==> src/rtl/decode_buffer_pkg.sv <==
// Shared types and constants for the instruction decode buffer.
// Latency: n/a (types only).
// Backpressure: n/a (types only).
package decode_buffer_pkg;

   // Canonical RISC-V NOP (addi x0, x0, 0), driven on dec_instr while idle.
   localparam logic [31:0] nop_instr = 32'h0000_0013;

   // One buffered halfword plus the access-fault tag of the fetch word it came from.
   typedef struct packed {
      logic [15:0] data;
      logic        err;
   } hw_entry_t;

   // Head-of-buffer instruction as presented to decode.
   typedef struct packed {
      logic [31:0] instr;
      logic        compressed;
      logic        error;
   } dec_out_t;

   // A halfword starts a 16-bit instruction unless its low two bits are 2'b11.
   function automatic logic is_rvc(input logic [15:0] hw);
      return hw[1:0] != 2'b11;
   endfunction

endpackage

==> src/rtl/decode_buffer_ram.sv <==
// Halfword storage for the decode buffer: ENTRIES x 17 bits, two write and two async read ports.
// Latency: writes land on the rising edge; reads are combinational.
// Backpressure: none; the caller decides when ports are enabled.
//
// Ports: clock/reset; we0/waddr0/wdata0 and we1/waddr1/wdata1 write ports;
//        raddr0/rdata0 and raddr1/rdata1 read ports.
// The data column carries no reset; only the err column is cleared by reset.
module decode_buffer_ram
   import decode_buffer_pkg::*;
#(
   parameter int ENTRIES = 8,
   parameter int AW      = $clog2(ENTRIES)
) (
   input  logic          clock,
   input  logic          reset,
   input  logic          we0,
   input  logic [AW-1:0] waddr0,
   input  hw_entry_t     wdata0,
   input  logic          we1,
   input  logic [AW-1:0] waddr1,
   input  hw_entry_t     wdata1,
   input  logic [AW-1:0] raddr0,
   output hw_entry_t     rdata0,
   input  logic [AW-1:0] raddr1,
   output hw_entry_t     rdata1
);

   logic [15:0] data_q [ENTRIES];
   logic [15:0] data_d [ENTRIES];
   logic        err_q  [ENTRIES];
   logic        err_d  [ENTRIES];

   always_comb begin
      data_d = data_q;
      err_d  = err_q;
      if (we0) begin
         data_d[waddr0] = wdata0.data;
         err_d[waddr0]  = wdata0.err;
      end
      if (we1) begin
         data_d[waddr1] = wdata1.data;
         err_d[waddr1]  = wdata1.err;
      end
   end

   always_ff @(posedge clock) begin
      data_q <= data_d;
   end

   always_ff @(posedge clock or posedge reset) begin
      if (reset) begin
         for (int i = 0; i < ENTRIES; i++) err_q[i] <= 1'b0;
      end else begin
         err_q <= err_d;
      end
   end

   assign rdata0 = '{data: data_q[raddr0], err: err_q[raddr0]};
   assign rdata1 = '{data: data_q[raddr1], err: err_q[raddr1]};

endmodule

==> src/rtl/decode_buffer.sv <==
// Fetch-word to instruction realignment buffer (RVC aware), 2*DEPTH halfword circular store.
// Latency: one cycle from push to dec_valid; head outputs are combinational from registered state.
// Backpressure: fetch_ready drops when fewer than two halfword slots are free or clear is high.
//
// Ports: clock, reset (async, active high), clear/clear_pc (flush + redirect),
//        fetch_valid/fetch_ready/fetch_rdata/fetch_error (word in),
//        dec_valid/dec_ready/dec_pc/dec_npc/dec_instr/dec_compressed/dec_error (instruction out).
module decode_buffer
   import decode_buffer_pkg::*;
#(
   parameter int DEPTH = 4,
   parameter int XLEN  = 32
) (
   input  logic            clock,
   input  logic            reset,
   input  logic            clear,
   input  logic [XLEN-1:0] clear_pc,
   input  logic            fetch_valid,
   output logic            fetch_ready,
   input  logic [31:0]     fetch_rdata,
   input  logic            fetch_error,
   output logic            dec_valid,
   input  logic            dec_ready,
   output logic [XLEN-1:0] dec_pc,
   output logic [XLEN-1:0] dec_npc,
   output logic [31:0]     dec_instr,
   output logic            dec_compressed,
   output logic            dec_error
);

   localparam int ENTRIES = 2 * DEPTH;
   localparam int AW      = $clog2(ENTRIES);
   localparam int CW      = AW + 1;

   logic [AW-1:0]   rp_q, rp_d;
   logic [AW-1:0]   wp_q, wp_d;
   logic [CW-1:0]   cnt_q, cnt_d;
   logic            odd_q, odd_d;
   logic [XLEN-1:0] pc_q, pc_d;

   hw_entry_t head0, head1;
   hw_entry_t wdata0, wdata1;
   logic      we0, we1;
   logic [AW-1:0] waddr0;
   logic      head_32;
   logic      push, pop;
   logic [CW-1:0] push_n, pop_n;
   logic [CW-1:0] free_slots;
   dec_out_t  dec_out;

   decode_buffer_ram #(.ENTRIES(ENTRIES)) u_ram (
      .clock  (clock),
      .reset  (reset),
      .we0    (we0),
      .waddr0 (waddr0),
      .wdata0 (wdata0),
      .we1    (we1),
      .waddr1 (wp_q + AW'(1)),
      .wdata1 (wdata1),
      .raddr0 (rp_q),
      .rdata0 (head0),
      .raddr1 (rp_q + AW'(1)),
      .rdata1 (head1)
   );

   assign head_32    = !is_rvc(head0.data);
   assign free_slots = CW'(ENTRIES) - cnt_q;
   assign fetch_ready = (free_slots >= CW'(2)) && !clear;
   assign dec_valid  = head_32 ? (cnt_q >= CW'(2)) : (cnt_q >= CW'(1));

   assign push   = fetch_valid && fetch_ready;
   assign pop    = dec_valid && dec_ready && !clear;
   // After a redirect to an odd halfword, the low half of the first word lies before the target.
   assign push_n = push ? (odd_q ? CW'(1) : CW'(2)) : CW'(0);
   assign pop_n  = pop ? (head_32 ? CW'(2) : CW'(1)) : CW'(0);

   always_comb begin
      we0    = 1'b0;
      we1    = 1'b0;
      waddr0 = wp_q;
      wdata0 = '{data: fetch_rdata[15:0], err: fetch_error};
      wdata1 = '{data: fetch_rdata[31:16], err: fetch_error};
      if (push) begin
         we0 = 1'b1;
         if (odd_q) begin
            wdata0 = '{data: fetch_rdata[31:16], err: fetch_error};
         end else begin
            we1 = 1'b1;
         end
      end
   end

   always_comb begin
      dec_out = '{instr: nop_instr, compressed: 1'b0, error: 1'b0};
      if (dec_valid) begin
         dec_out.compressed = !head_32;
         dec_out.instr      = head_32 ? {head1.data, head0.data} : {16'h0000, head0.data};
         dec_out.error      = head0.err | (head_32 & head1.err);
      end
   end

   assign dec_instr      = dec_out.instr;
   assign dec_compressed = dec_out.compressed;
   assign dec_error      = dec_out.error;
   assign dec_pc         = pc_q;
   assign dec_npc        = pc_q + (head_32 ? XLEN'(4) : XLEN'(2));

   always_comb begin
      rp_d  = rp_q;
      wp_d  = wp_q;
      cnt_d = cnt_q;
      odd_d = odd_q;
      pc_d  = pc_q;
      if (clear) begin
         rp_d  = '0;
         wp_d  = '0;
         cnt_d = '0;
         odd_d = clear_pc[1];
         pc_d  = clear_pc;
      end else begin
         rp_d  = rp_q + pop_n[AW-1:0];
         wp_d  = wp_q + push_n[AW-1:0];
         cnt_d = cnt_q + push_n - pop_n;
         if (push) odd_d = 1'b0;
         if (pop)  pc_d  = dec_npc;
      end
   end

   always_ff @(posedge clock or posedge reset) begin
      if (reset) begin
         rp_q  <= '0;
         wp_q  <= '0;
         cnt_q <= '0;
         odd_q <= 1'b0;
         pc_q  <= '0;
      end else begin
         rp_q  <= rp_d;
         wp_q  <= wp_d;
         cnt_q <= cnt_d;
         odd_q <= odd_d;
         pc_q  <= pc_d;
      end
   end

endmodule

==> config.mk <==
export PLATFORM = sky130hd
export DESIGN_NAME = decode_buffer
export DESIGN_NICKNAME = d
export VERILOG_FILES = /design/src/rtl/decode_buffer_pkg.sv /design/src/rtl/decode_buffer_ram.sv /design/src/rtl/decode_buffer.sv
export SDC_FILE = /design/constraint.sdc
export NUM_CORES = 1
export LEC_CHECK = 0
export BUFFER_PORTS_ARGS = -buffer_cell sky130_fd_sc_hd__buf_2
export CAP_MARGIN = 30
export CORE_MARGIN = 8
export CORE_UTILIZATION = 30
export DETAILED_ROUTE_END_ITERATION = 8
export GPL_ROUTABILITY_DRIVEN = 0
export SYNTH_ARGS = -nofsm -noshare
export SYNTH_HDL_FRONTEND = slang
export SYNTH_HIERARCHICAL = 1
export SYNTH_SLANG_ARGS = --single-unit
export TNS_END_PERCENT = 5
==> constraint.sdc <==
create_clock -name clock -period 9.95 [get_ports clock]
set_input_delay 1.99 -clock clock [delete_from_list [all_inputs] [get_ports clock]]
set_output_delay 1.99 -clock clock [all_outputs]
set_load 0.02 [all_outputs]
* Word-level counts from Yosys, hierarchy flattened
Cells that the tools add are included.
Cells by class: add/subtract/negate cells 8, order comparisons 9, eq/ne operators 1, multiplexer cells 48, bitwise logic cells 6, reductions and logical operators 10
Operators by type and width (number):
- bitwise mux 128 bit | 2
- two-way mux 128 bit | 2
- binary-select mux 16 bit (select 3 bit) | 2
- demux 16 bit (select 3 bit) | 2
- two-way mux 16 bit | 6
- two-way mux 32 bit | 3
- two-way mux 17 bit | 2
- two-way mux 34 bit | 1
- adder 32 x 3 -> 32 bit | 1
- bitwise mux 8 bit | 2
- >= comparator 4 bit (second input constant) | 4
- two-way mux 8 bit | 2
- NOT 3 -> 4 bit | 4
- two-way mux 1 bit | 12
- two-way mux 3 bit | 3
- >= comparator 4 x 2 -> 1 bit (second input constant) | 2
- < comparator 4 x 1 -> 1 bit (second input constant) | 2
- two-way mux 2 bit | 4
- adder 3 x 1 -> 3 bit (second input constant) | 2
- adder 3 x 2 -> 3 bit | 2
- binary-select mux 1 bit (select 3 bit) | 2
- demux 1 bit (select 3 bit) | 2
- logical AND 1 bit | 6
- adder 4 x 2 -> 4 bit | 1
- 9 further kinds | 11
Storage, ports and cells: register bits after elaboration 179, bits of input ports 70, output and inout port bits 100, word-level logic and storage cells 103

* Longest topological paths before layout
depth in word-level cells 11, mapped depth 19, depth with buffers taken out 14

* Modules after synthesis
The synthesis kept the hierarchy.
By module, submodules not included:
- decode_buffer_ram | instances 1, cells an instance 764, area each 8182.8 µm², sequential area each 2762.6 µm²
- decode_buffer | instances 1, cells an instance 425, area each 3629.7 µm², sequential area each 1076.0 µm²

* Least setup slack after synthesis
Ideal clock, no wire load.
path kind reg-to-output, start register rp_q[0], end output port dec_npc[30], data arrival time 3682 ps, path slack 4278 ps, stages on the path, launching flop included 15, path buffers 4, cell sequence dfrtp_1 buf_6 buf_6 mux4_1 mux2_2 and2_1 clkbuf_2 inv_1 ha_1 a21oi_1 or3_1 or4_1 buf_2 nor2_1 xor2_1
RTL lines:
- start: declaration | line decode_buffer.sv:35 | logic [AW-1:0] rp_q, rp_d;
- start signal: assignment | line decode_buffer.sv:137 | rp_q <= rp_d;
- end: declaration | line decode_buffer.sv:25 | output logic [XLEN-1:0] dec_npc,

==> run_results.csv <==
group,metric,value,unit
status,run_status,"complete, no violations",
layout,areaGrowthSynthToFinish,14.0,%
setup_path,cp-end-kind,"output port",
setup_path,path_max_fanout,20,
timing,skew,0.0199,ns
timing,final-max-slew-violation-count,0,
drt,vias,9539,
setup_path,required,7.96,ns
layout,instances_no_fill,1809,
worst_hold_path,whs_path_depth,1,
setup_path,r2r_slack,4.70,ns
timing,hold_viol_final,0,
die,initial_core_util,30.5,%
timing,maxSlewHeadroom,30.7,%
run,drv_cap,0,
grt,grt_overflow,0,
placed_design,portBuffers,169,
synthesis,syn-cell-area,0.0118,mm2
pwr,pwr_density_cell,270,mW/mm2
clock_network,clk_pin_slew,0.07,ns
drt,drtIter0Drc,805,
synthesis,ys_types,58,
timing,finalSetupViolations,0,
clock_network,post_cts_resized,0,
die,core,0.0387,mm2
synthesis,synth_fp_nets,1279,
layout,mostFrequentLayoutCell,"buf_2",
die,num_rows,72,
die,ioPinCount,170,
synthesis,async_flop_share,28.5,%
worst_hold_path,min_to,"dec_pc[0]$_DFFE_PP0P_",
grt,grt_max_degree,71,
timing,finalCritPeriodShare,71.5,%
layout,layout_common_cells,"buf_2 (169), mux2i_1 (139), dfxtp_1 (128)",
drt,routed_wl,36700,um
drt,wl_per_cell,20.3,um
die,die_h,214,um
layout,fin_nets,1367,
worst_hold_path,hold_start,"dec_pc[0]$_DFFE_PP0P_",
timing,grt_setup_unrepaired,"false",
layout,drive_gt1_share,25.1,%
synthesis,ys_seq_area_share,32.5,%
drt,vias_per_cell,5.27,
setup_path,reg2regPathDepth,16,
die,die_w,214,um
synthesis,synth-seq-cells,179,
clock_network,cts_tree,"done",
grt,antenna_found_initial,2,
setup_path,cp.arrival,5.13,ns
drt,drt_drc_violations_left,0,
drt,ant_nets,0,
placed_design,dpl.hpwl,24600,um
timing,setup-tns-final,0,ns
timing,tightest_slew,1.04,ns
pwr,p_leak,0.00577,uW
drt,firstDrtPassIters,5,
setup_path,reg2reg_from,"rp_q[1]$_DFF_PP0_",
timing,min_period,7.12,ns
clock_network,clock-sinks,179,
synthesis,synthFlopType,"dfxtp_1",
grt,grt_pass1_wl,56300,um
clock_network,cts_buffer_depth,2,
synthesis,synth-edff-count,0,
setup_path,r2r_end,"cnt_q[3]$_DFF_PP0_",
clock_network,cts_hold_buf,0,
worst_hold_path,hold_class,"flop to flop",
synthesis,syn_inst,1189,
die,die_area,0.0460,mm2
synthesis,postSynthAreaPerCell,9.93,um2
timing,fmax,140,MHz
setup_path,setup.worst_path.start_class,"flop",
pwr,vdd_drop_max,0.000159,V
setup_path,worst-setup-path-type,"flop to output port",
placed_design,dpl.cell_count,1775,
clock_network,cts-root-buf,"clkbuf_16",
setup_path,cp-startpoint,"rp_q[1]$_DFF_PP0_",
clock_network,htreeDepth,4,
clock_network,cts_buffers,17,
synthesis,yosys_warnings,6,
grt,grt_pass1_vias,9104,
grt,grtUsageTotal,15.4,%
clock_network,clock_latency,0.45,ns
clock_network,cts_setup_buffers,0,
## layout make-up
| class | instances | area [um2] |
|---|---|---|
| Fill cell | 3948 | 25300 |
| Timing Repair Buffer | 194 | 1050 |
| Clock inverter | 14 | 191 |
| Tap cell | 518 | 648 |
| Multi-Input combinational cell | 860 | 7220 |
| Inverter | 25 | 93.8 |
| Clock buffer | 18 | 429 |
| Antenna cell | 1 | 2.50 |
| Sequential cell | 179 | 3840 |
## logic make-up after synthesis
logic type	synth area share, %
simple gates	13.8
buf+inv	7.02
compound gates	9.55
flops	32.5
xor+xnor	3.78
mux	30.9
fa+ha+maj	2.44
## sequential cells by signal, summed over array words and instances (netlist names)
name / count
u_ram/data_q: 128
dec_pc: 32
u_ram/err_q: 8
cnt_q: 4
rp_q: 3
waddr0: 3
odd_q: 1
## where the power goes
group / internal [uW] / switching (uW) / total, uW
Combinational: 810 / 914 / 1720
Clock: 404 / 331 / 735
Sequential: 965 / 218 / 1180
## how the worst max path moves through the flow
stage | endpoint
detailed placement | dec_npc[30]
finish | dec_npc[30]
floorplan | dec_npc[30]
global route | dec_npc[30]
global placement | dec_npc[30]
CTS | dec_npc[30]
## worst max-delay path: stages, from the launching register on
cell and delay (ns):
dfrtp_1 0.99, buf_4 0.46, mux4_2 0.54, mux2_2 0.29, and2_1 0.25, inv_1 0.18
ha_1 0.22, a21oi_1 0.20, or3_1 0.45, or4_1 0.59, nor2_1 0.18, xor2_1 0.15
buf_2 0.18
## per-layer routing
| layer | global-route usage, % | vias to the layer above | routed length [um] |
|---|---|---|---|
| met2 | 25.5 | 348 | 17600 |
| met5 | 0 | - | 12 |
| met1 | 20.0 | 4684 | 16200 |
| met3 | 3.43 | 42 | 2190 |
| li1 | - | 4463 | - |
| met4 | 4.27 | 2 | 631 |
## per-stage QoR
| step | setup slack (ns) | instance area (um2) | power [uW] | hold WS (ns) | util [%] |
|---|---|---|---|---|---|
| after global routing | 2.56 | 13500 | 3860 | 0.552 | 34.8 |
| after detailed placement | 3.31 | 12800 | 2920 | 0.522 | 33.1 |
| after floorplan | 4.28 | 11800 | 2430 | 0.500 | - |
| final | 2.83 | 13500 | 3640 | 0.527 | 34.8 |
| after CTS | 2.81 | 13500 | 3670 | 0.538 | 34.7 |
| after global placement | 3.40 | 12800 | 2870 | 0.509 | 33.1 |
## cell usage after synthesis, types with 6 or more instances
cell / instances / area [um2]
mux2i_1: 139 / 1390
dfxtp_1: 128 / 2560
nand2_1: 112 / 420
nor2_1: 95 / 357
o21ai_0: 87 / 435
a21oi_1: 77 / 385
clkbuf_1: 54 / 203
mux2_2: 52 / 586
dfrtp_1: 51 / 1280
and2_1: 36 / 225
mux4_1: 36 / 946
mux4_2: 28 / 631
xnor2_1: 26 / 228
inv_1: 25 / 93.8
xor2_1: 25 / 219
buf_2: 23 / 115
buf_4: 20 / 150
ha_1: 15 / 188
buf_6: 13 / 146
nand3_1: 11 / 55.1
nand4_1: 9 / 56.3
nor2b_1: 9 / 56.3
o211ai_1: 9 / 67.6
nor3_1: 7 / 35.0
clkbuf_8: 6 / 82.6
nand4b_1: 6 / 52.6
or4_1: 6 / 45.0
(Power assumes the default switching activity.)
